**config.mk**
```make
export PLATFORM = sky130hd
export DESIGN_NAME = conv_array_core
export DESIGN_NICKNAME = d
export VERILOG_FILES = /design/src/rtl/definition.sv /design/src/rtl/conv_col_mac.sv /design/src/rtl/conv_array_core.sv
export SDC_FILE = /design/constraint.sdc
export NUM_CORES = 2
export LEC_CHECK = 0
export ABC_AREA = 1
export BUFFER_PORTS_ARGS = -buffer_cell sky130_fd_sc_hd__buf_4
export CORE_UTILIZATION = 67
export CTS_BUF_LIST = sky130_fd_sc_hd__clkbuf_2
export CTS_CLUSTER_DIAMETER = 40
export DETAILED_ROUTE_END_ITERATION = 8
export MAX_ROUTING_LAYER = met4
export PLACE_DENSITY = 0.89
export RECOVER_POWER = 25
export SLEW_MARGIN = 20
export SYNTH_ARGS = -nofsm -noshare
export SYNTH_HDL_FRONTEND = slang
export SYNTH_SLANG_ARGS = --single-unit
export TNS_END_PERCENT = 20
```
**constraint.sdc**
```tcl
create_clock -name clk -period 13.8 [get_ports clk]
set_clock_uncertainty 0.2 [all_clocks]
set_input_delay 0.69 -clock clk [delete_from_list [all_inputs] [get_ports clk]]
set_output_delay 0.69 -clock clk [all_outputs]
set_load 0.01 [all_outputs]
```
**src/rtl/definition.sv**
```systemverilog
// Shared constants and types for the convolution array: element width and mode-bit layout.
package definition;
  localparam int width       = 8;
  localparam int MODE_SIGNED = 0;
  localparam int MODE_RELU   = 1;

  typedef logic [1:0] mode_t;
endpackage

```
**src/rtl/conv_col_mac.sv**
```systemverilog
// One output row's KS-tap column dot product; purely combinational, no flow control.
module conv_col_mac
  import definition::*;
#(
  parameter int KS    = 3,
  parameter int W     = width,
  parameter int ACC_W = 2*W + $clog2(KS*KS) + 1
) (
  input  logic                    is_signed,
  input  logic [KS-1:0][W-1:0]    px,
  input  logic [KS-1:0][W-1:0]    tap,
  output logic signed [ACC_W-1:0] dot
);

  localparam int EXT = ACC_W - 2*W - 2;

  logic signed [W:0]     a;
  logic signed [W:0]     b;
  logic signed [2*W+1:0] p;

  // One extra bit per operand lets a single signed multiplier serve both modes.
  always_comb begin
    a   = '0;
    b   = '0;
    p   = '0;
    dot = '0;
    for (int k = 0; k < KS; k++) begin
      a   = $signed({is_signed & px[k][W-1], px[k]});
      b   = $signed({is_signed & tap[k][W-1], tap[k]});
      p   = a * b;
      dot = dot + $signed({{EXT{p[2*W+1]}}, p});
    end
  end

endmodule

```
**src/rtl/conv_array_core.sv**
```systemverilog
// KSxKS convolution over column beats; result registered 1 cycle after the last beat.
// Holds the result until o_ready; stalls only the next window's final beat while a result is pending.
module conv_array_core
  import definition::*;
#(
  parameter int  KS    = 3,
  parameter int  NROW  = 4,
  parameter int  W     = width,
  localparam int NOUT  = NROW - KS + 1,
  localparam int ACC_W = 2*W + $clog2(KS*KS) + 1
) (
  input  logic                       clk,
  input  logic                       rst,
  input  logic [1:0]                 i_mode,
  input  logic                       i_valid,
  output logic                       i_ready,
  input  logic [NROW-1:0][W-1:0]     i_row,
  input  logic [KS-1:0][W-1:0]       i_f,
  output logic                       o_valid,
  input  logic                       o_ready,
  output logic [NOUT-1:0][2*W-1:0]   o_sum
);

  localparam int              CW   = $clog2(KS);
  localparam logic [CW-1:0]   LAST = CW'(KS - 1);
  localparam logic signed [ACC_W-1:0] SMAX = {{(ACC_W-2*W+1){1'b0}}, {(2*W-1){1'b1}}};
  localparam logic signed [ACC_W-1:0] SMIN = {{(ACC_W-2*W+1){1'b1}}, {(2*W-1){1'b0}}};
  localparam logic signed [ACC_W-1:0] UMAX = {{(ACC_W-2*W){1'b0}}, {(2*W){1'b1}}};

  logic [CW-1:0]            col;
  mode_t                    mode_q;
  mode_t                    win_mode;
  logic                     accept;
  logic                     first;
  logic                     last;
  logic signed [ACC_W-1:0]  acc     [NOUT];
  logic signed [ACC_W-1:0]  dot     [NOUT];
  logic signed [ACC_W-1:0]  acc_nxt [NOUT];

  function automatic logic [2*W-1:0] sat_relu(input logic signed [ACC_W-1:0] v, input mode_t m);
    logic signed [ACC_W-1:0] x;
    logic [2*W-1:0]          r;
    x = v;
    if (m[MODE_RELU] && x < 0) x = '0;
    if (m[MODE_SIGNED]) begin
      if (x > SMAX)      r = SMAX[2*W-1:0];
      else if (x < SMIN) r = SMIN[2*W-1:0];
      else               r = x[2*W-1:0];
    end else begin
      if (x > UMAX)      r = UMAX[2*W-1:0];
      else if (x < 0)    r = '0;
      else               r = x[2*W-1:0];
    end
    return r;
  endfunction

  assign i_ready  = !(o_valid && !o_ready && col == LAST);
  assign accept   = i_valid && i_ready;
  assign first    = (col == '0);
  assign last     = (col == LAST);
  // Column 0 uses the live mode; later columns use the value latched at column 0.
  assign win_mode = first ? mode_t'(i_mode) : mode_q;

  for (genvar r = 0; r < NOUT; r++) begin : g_row
    conv_col_mac #(.KS(KS), .W(W), .ACC_W(ACC_W)) u_mac (
      .is_signed (win_mode[MODE_SIGNED]),
      .px        (i_row[r +: KS]),
      .tap       (i_f),
      .dot       (dot[r])
    );
    assign acc_nxt[r] = first ? dot[r] : acc[r] + dot[r];
  end

  always_ff @(posedge clk) begin
    if (rst) begin
      col     <= '0;
      mode_q  <= '0;
      o_valid <= 1'b0;
      o_sum   <= '0;
      for (int r = 0; r < NOUT; r++) acc[r] <= '0;
    end else begin
      if (o_valid && o_ready) o_valid <= 1'b0;
      if (accept) begin
        for (int r = 0; r < NOUT; r++) acc[r] <= acc_nxt[r];
        if (first) mode_q <= i_mode;
        if (last) begin
          col     <= '0;
          o_valid <= 1'b1;
          for (int r = 0; r < NOUT; r++) o_sum[r] <= sat_relu(acc_nxt[r], win_mode);
        end else begin
          col <= col + 1'b1;
        end
      end
    end
  end

endmodule

```
After elaboration in Yosys (flattened, before gate mapping)
Memory sizes are Yosys's and may differ from the RTL's.
Cells that the tools add are included.

operators by class
  add/sub/neg operators = 7
  multiply operators = 6
  divide/modulo/power cells = 0
  $lt $le $gt $ge = 10
  equality and inequality tests = 1
  shift operators = 0
  muxes and demuxes = 32
  bitwise logic cells = 9
  reduce and logical (&&, ||, !) cells = 10

operators with widths
  kind                                                  count
  2-to-1 mux 21 bit                                     12
  2-to-1 mux 16 bit                                     10
  multiplier 9 x 9 -> 18 bit                            6
  < comparator 21 x 1 -> 1 bit, second input constant   4
  adder 21 bit                                          2
  > comparator 21 x 16 -> 1 bit, second input constant  2
  > comparator 21 x 17 -> 1 bit, second input constant  2
  < comparator 21 x 16 -> 1 bit, second input constant  2
  adder 19 x 18 -> 20 bit                               2
  adder 18 x 18 -> 19 bit                               2
  2-to-1 mux 1 bit                                      8
  bitwise AND 1 bit                                     7
  logical AND 1 bit                                     6
  2-to-1 mux 2 bit                                      2
  adder 2 x 1 -> 2 bit, second input constant           1
  == test 2 bit, second input constant                  1
  logical NOT 1 bit                                     2
  logical NOT 2 bit                                     1
  OR 1 bit                                              2
  AND reduction 2 bit                                   1

storage, ports and cells
  bits in registers = 37
  latch bits = 0
  memory bits (writable) = 42
  memory bits (read-only) = 0
  bits of input ports = 62
  output and inout bits = 34
  logic and storage cells = 81
  memories = 1

memory list
  name  depth  bits a word  read ports  clocked after Yosys merged registers in  wr ports  RTL line               RTL
  acc   2      21           2           0                                        2         conv_array_core.sv:36  logic signed [ACC_W-1:0] acc [NOUT];

Logic depth before layout (Yosys ltp)
  depth in word-level cells = 18
  mapped depth = 59
  depth with buffers taken out = 54

Modules after synthesis
From an unflattened synthesis, not the netlist that was laid out.

second synthesis, totals
  cells, all modules = 3664
  area, all modules = 28003.1 um2

modules (own cells, without submodules)
  module                         instances  cells each  area each (um2)  sequential area each (um2)
  conv_col_mac (g_row[0].u_mac)  1          1259        10421.2          0.0
  conv_col_mac (g_row[1].u_mac)  1          1251        10406.2          0.0
  conv_array_core                1          1154        7175.6           2001.9

Least setup slack after synthesis
OpenSTA, ideal clock, no wires.

  path type = flip-flop to flip-flop
  from = register col[1]
  to = register o_sum[10] (netlist bit)
  library setup time = 142 ps
  arrival = 9483 ps
  required time = 13458 ps
  setup slack = 3975 ps
  cell stages (with the launch flop) = 54
  buffers on the path = 6
  clock period less this slack = 9825 ps
  cell sequence = dfxtp_1 > nor2_4 > inv_2 > clkbuf_1 > buf_2 > or2_2 > o21ai_1 > buf_2 > clkbuf_1 > nor2_1 > inv_1 > fa_1 > inv_1 > fa_1 > fa_1 > inv_1 > fa_1 > fa_1 > [... 18 more ...] > a21oi_1 > nand3_1 > nand2_1 > nand2_1 > nor2_1 > nand3_2 > nand2_4 > nand2_4 > buf_8 > o21ai_1 > nand2_1 > nor2_1 > nand2_1 > nand3_2 > clkbuf_4 > nand2_1 > nand3_2 > a21oi_2

on the way
  word-level cells in the longest chain between the ends = 18
  elaborated cells between the ends (all ways) = 35
  those cells by class = 3 x add/sub; 3 x mul; 5 x order compare; 1 x eq/ne; 11 x mux; 6 x bitwise; 6 x reduce/logical

RTL lines
  what                                                                                  RTL line                                      RTL
  from (decl)                                                                           conv_array_core.sv:30                         logic [CW-1:0] col;
  from (signal assigned)                                                                conv_array_core.sv:91                         col <= col + 1'b1;
  logical NOT 2 bit                                                                     conv_array_core.sv:59                         assign first = (col == '0);
  2-to-1 mux 2 bit                                                                      n/a
  bitwise AND 1 bit (on tied branches)                                                  conv_col_mac.sv:28, conv_col_mac.sv:29
  multiplier 9 x 9 -> 18 bit                                                            conv_col_mac.sv:30                            p = a * b;
  adder 18 x 18 -> 19 bit                                                               conv_col_mac.sv:31                            dot = dot + $signed({{EXT{p[2*W+1]}}, p});
  adder 19 x 18 -> 20 bit                                                               conv_col_mac.sv:31
  adder 21 bit                                                                          conv_array_core.sv:71                         assign acc_nxt[r] = first ? dot[r] : acc[r] + dot[r];
  2-to-1 mux 21 bit                                                                     conv_array_core.sv:71
  [... 2 more ...]                                                                      n/a
  2-to-1 mux 21 bit                                                                     conv_array_core.sv:44                         if (m[MODE_RELU] && x < 0) x = '0;
  2-to-1 mux 21 bit                                                                     conv_array_core.sv:86                         if (last) begin
  2-to-1 mux 21 bit                                                                     conv_array_core.sv:83                         if (accept) begin
  2-to-1 mux 21 bit                                                                     conv_array_core.sv:75                         if (rst) begin
  < comparator 21 x 1 -> 1 bit / < comparator 21 x 16 -> 1 bit (equally long branches)  conv_array_core.sv:51, conv_array_core.sv:47
  2-to-1 mux 16 bit (on tied branches)                                                  conv_array_core.sv:51, conv_array_core.sv:47
  2-to-1 mux 16 bit (on tied branches)                                                  conv_array_core.sv:50, conv_array_core.sv:46
  2-to-1 mux 16 bit                                                                     conv_array_core.sv:45                         if (m[MODE_SIGNED]) begin
  to (signal assigned)                                                                  conv_array_core.sv:79                         o_sum <= '0;
  to (decl)                                                                             conv_array_core.sv:21                         output logic [NOUT-1:0][2*W-1:0] o_sum

Parallel ways exist; a longest one is shown, timed or not. The select of a mux whose other input is x is not followed.
A chain may end at the register's enable or synchronous reset.

Final worst setup path
  from = register col[0]
  to = register o_sum[18] (netlist bit)

The elaborated chain is that of the path after synthesis.

==> results.md <==
- Core region area: 40,900 um2
- Final Instance Area: 28,700 um2
- M1 WL: 27,200 um
- Final WS setup: around 1800 ps
- Critical path type: reg -> reg
- Routed Antenna Nets: 0
- DR vias/cell: approximately 5.6
- Area added between synthesis and finish: 3.05%
- Reg2reg setup slack: 1840 ps
- Setup Slack @ Placement: 2180 ps
- Synth top area share: 40.8%
- Status: complete, but fails checks
- Setup TNS Final: 0 ps
- Req. time, crit path: 14,000 ps
- WL/cell: 17.4 um
- Hold_sp: o_ready
- Clock Tree Buf Depth: 2
- Minimum clock period: 11,960 ps
- Fraction of layout cells with a size suffix above 1: 5.05%
- CP endpoint kind: flip-flop
- Gpl congestion: ~0.95
- Max stage delay on crit path: 700 ps
- # port buffers: 95
- Die H: 206 um
- CTS tree: built
- CP max FO: 42
- Cell row count: 74
- Hold_ws: 225 ps
- # IOs: 96
- Net count after synthesis: 4,470
- GR Util All Layers: 37.0%
- DR top layer: met4
- Most frequent cells in the layout: inv_1 (988), nand2_1 (826), fa_1 (567)
- Most common cell after layout, fill and taps aside: inv_1
- Synthesized area: between 20,000 and 30,000 um2
- Final WL: about 72,000 um
- Max_slew headroom: -44.9%
- Starting Density: 68.0%
- Fmax: 83.6 MHz
- CTS Hold Bufs: 0
- Seq/Total Area, Yosys: approximately 7.2%
- Reg2reg end: o_sum[18]
- Met3 WL: 7670 um
- Grt total ovfl: 0
- Most area-hungry cell type in the Yosys netlist: fa_1
- Initial antenna violation count: 2
- Ys async rst share: 0%
- Hold Crit Class: in -> reg
- Clock sinks: 79
- WL met2: about 33,000 um
- RSZ-0062 raised after global routing: false
- Hold Fails Final Rpt: 0
- Max Slew Vio Count: 46
- Hold Path Sink: o_valid
- Final HPWL DP: 59,100 um
- Clock insertion delay at the later pin of the skew report: 570 ps
- Final setup fails: 0
- Count of different cell masters after synthesis: 53
- Final worst-path cycle share: 86.6%
- CTS buffer count: 9
- Synth Register Bits: 79
- Htree depth: 3
- Main synth FF type: edfxtp_1
- Chip Width: 206 um
- Area contributors post-synth: fa_1 (41%), inv_1 (13%), nand2_1 (11%)
- Postcts setup bufs: 0
- Arrival time at the worst endpoint: between 10,000 and 15,000 ps
- Failing checks: max-capacitance violations, max-slew violations
- Startpoint Class: flip-flop
- Worst reg2reg path depth: 44
- Syn avg cell area: 7.72 um2
- Mapped Cells: 3,609
- Maxcap violations: 1
- Cts repair resizes: 0
- Slowest-stage cell, CP: nand2_1
- Placed Area: about 29,000 um2
- Crit-path most repeated cell: fa_1
- Nets: 4,439
- Worst Hold Depth: 4
- First-pass GRT wire length: 118,000 um
- Drt drc: 0
- Die area: 42,400 um2
- Worst-margin pin slew: ~2200 ps
- Ys Warns: 0
- DR iter-0 viols: 2,354
- First-pass DRT Iterations: 6
- Vias: 22,900
- Largest net degree at the start of global routing: 78
- CTS clk-pin slew, worst paths: approximately 230 ps
- Root buffer cell: clkbuf_2
- Fillers: 3,159
- RR Startpoint: col[0]
- Post-synth EDFFs: 42
- Vias in the first global route: 23,600
[cell usage after synthesis (3+ instances only)]
master / instances
a21o_1: 7
a21oi_1: 131
a21oi_2: 13
a31oi_1: 4
and2_1: 9
buf_1: 5
buf_2: 12
buf_4: 5
buf_6: 3
clkbuf_1: 118
dfxtp_1: 37
edfxtp_1: 42
fa_1: 567
ha_1: 232
inv_1: 988
inv_2: 5
mux2i_1: 3
nand2_1: 827
nand2_2: 20
nand3_1: 119
nand3_2: 18
nand3b_1: 11
nand4_1: 21
nor2_1: 207
nor2_2: 3
nor3_1: 6
o21ai_0: 89
o21ai_1: 8
o21bai_1: 5
or2_2: 28
xnor2_1: 15
xor2_1: 24
[cell families after synthesis]
logic type | Yosys count | share of synthesized area [%]
xor+xnor | 39 | 1.23
mux | 3 | 0.108
compound gates | 270 | 5.32
buf+inv | 1140 | 15.6
fa+ha+maj | 799 | 51.2
flops | 79 | 7.19
simple gates | 1279 | 19.4
[cell type report]
class / instances / area [um2] / share of cell area [%]
flip-flops and latches: 79 / 2000 / 6.98
repair buffers: 103 / 642 / 2.24
inverters: 995 / 3730 / 13.0
well taps: 532 / 666 / 2.32
clock buffers: 11 / 55.1 / 0.192
multi-input cells: 2390 / 21500 / 75.0
clock inverters: 5 / 80.1 / 0.279
diodes: 3 / 7.51 / 0.0262
[stage by stage]
stage	util, %	instances
after global placement	70.1	4099
after detailed placement	70.1	4099
after CTS	70.4	4115
after global routing	70.1	4117
after floorplan	-	3609
final	70.1	4118
[sequential cells by signal, indices dropped and copies added (netlist names)]
name	flops
acc	42
col	2
mode_q	2
o_sum	32
o_valid	1
[worst max path at each step]
stage | start | end | slack (ps) | cells past startpoint
after floorplan | col[1] | o_sum[10] | 3970 | 53
after global placement | col[0] | o_sum[30] | 2470 | 44
after detailed placement | col[0] | o_sum[18] | 2180 | 44
after CTS | col[0] | o_sum[18] | 2100 | 44
after global routing | col[0] | o_sum[16] | 1100 | 46
final | col[0] | o_sum[18] | 1840 | 44
[worst max-delay path: cells and delay by family, from the launching register on]
family	cells	cell delay [ps]
AO/OA/AOI/OAI	6	840
adder cells (fa/ha/maj)	10	4740
XOR/XNOR	1	190
AND/OR/NAND/NOR	20	3620
buffers and inverters	7	1750
flip-flops	1	470
[layer usage]
layer,vias to the layer above,global-route usage [%]
li1,10400,-
met1,10900,47.8
met2,1270,57.1
met3,246,7.14
met4,0,16.1
met5,-,-
Power is left out: the tool's default activity adds up to more than one toggle a clock period on the data nets, which glitch-free logic cannot reach.
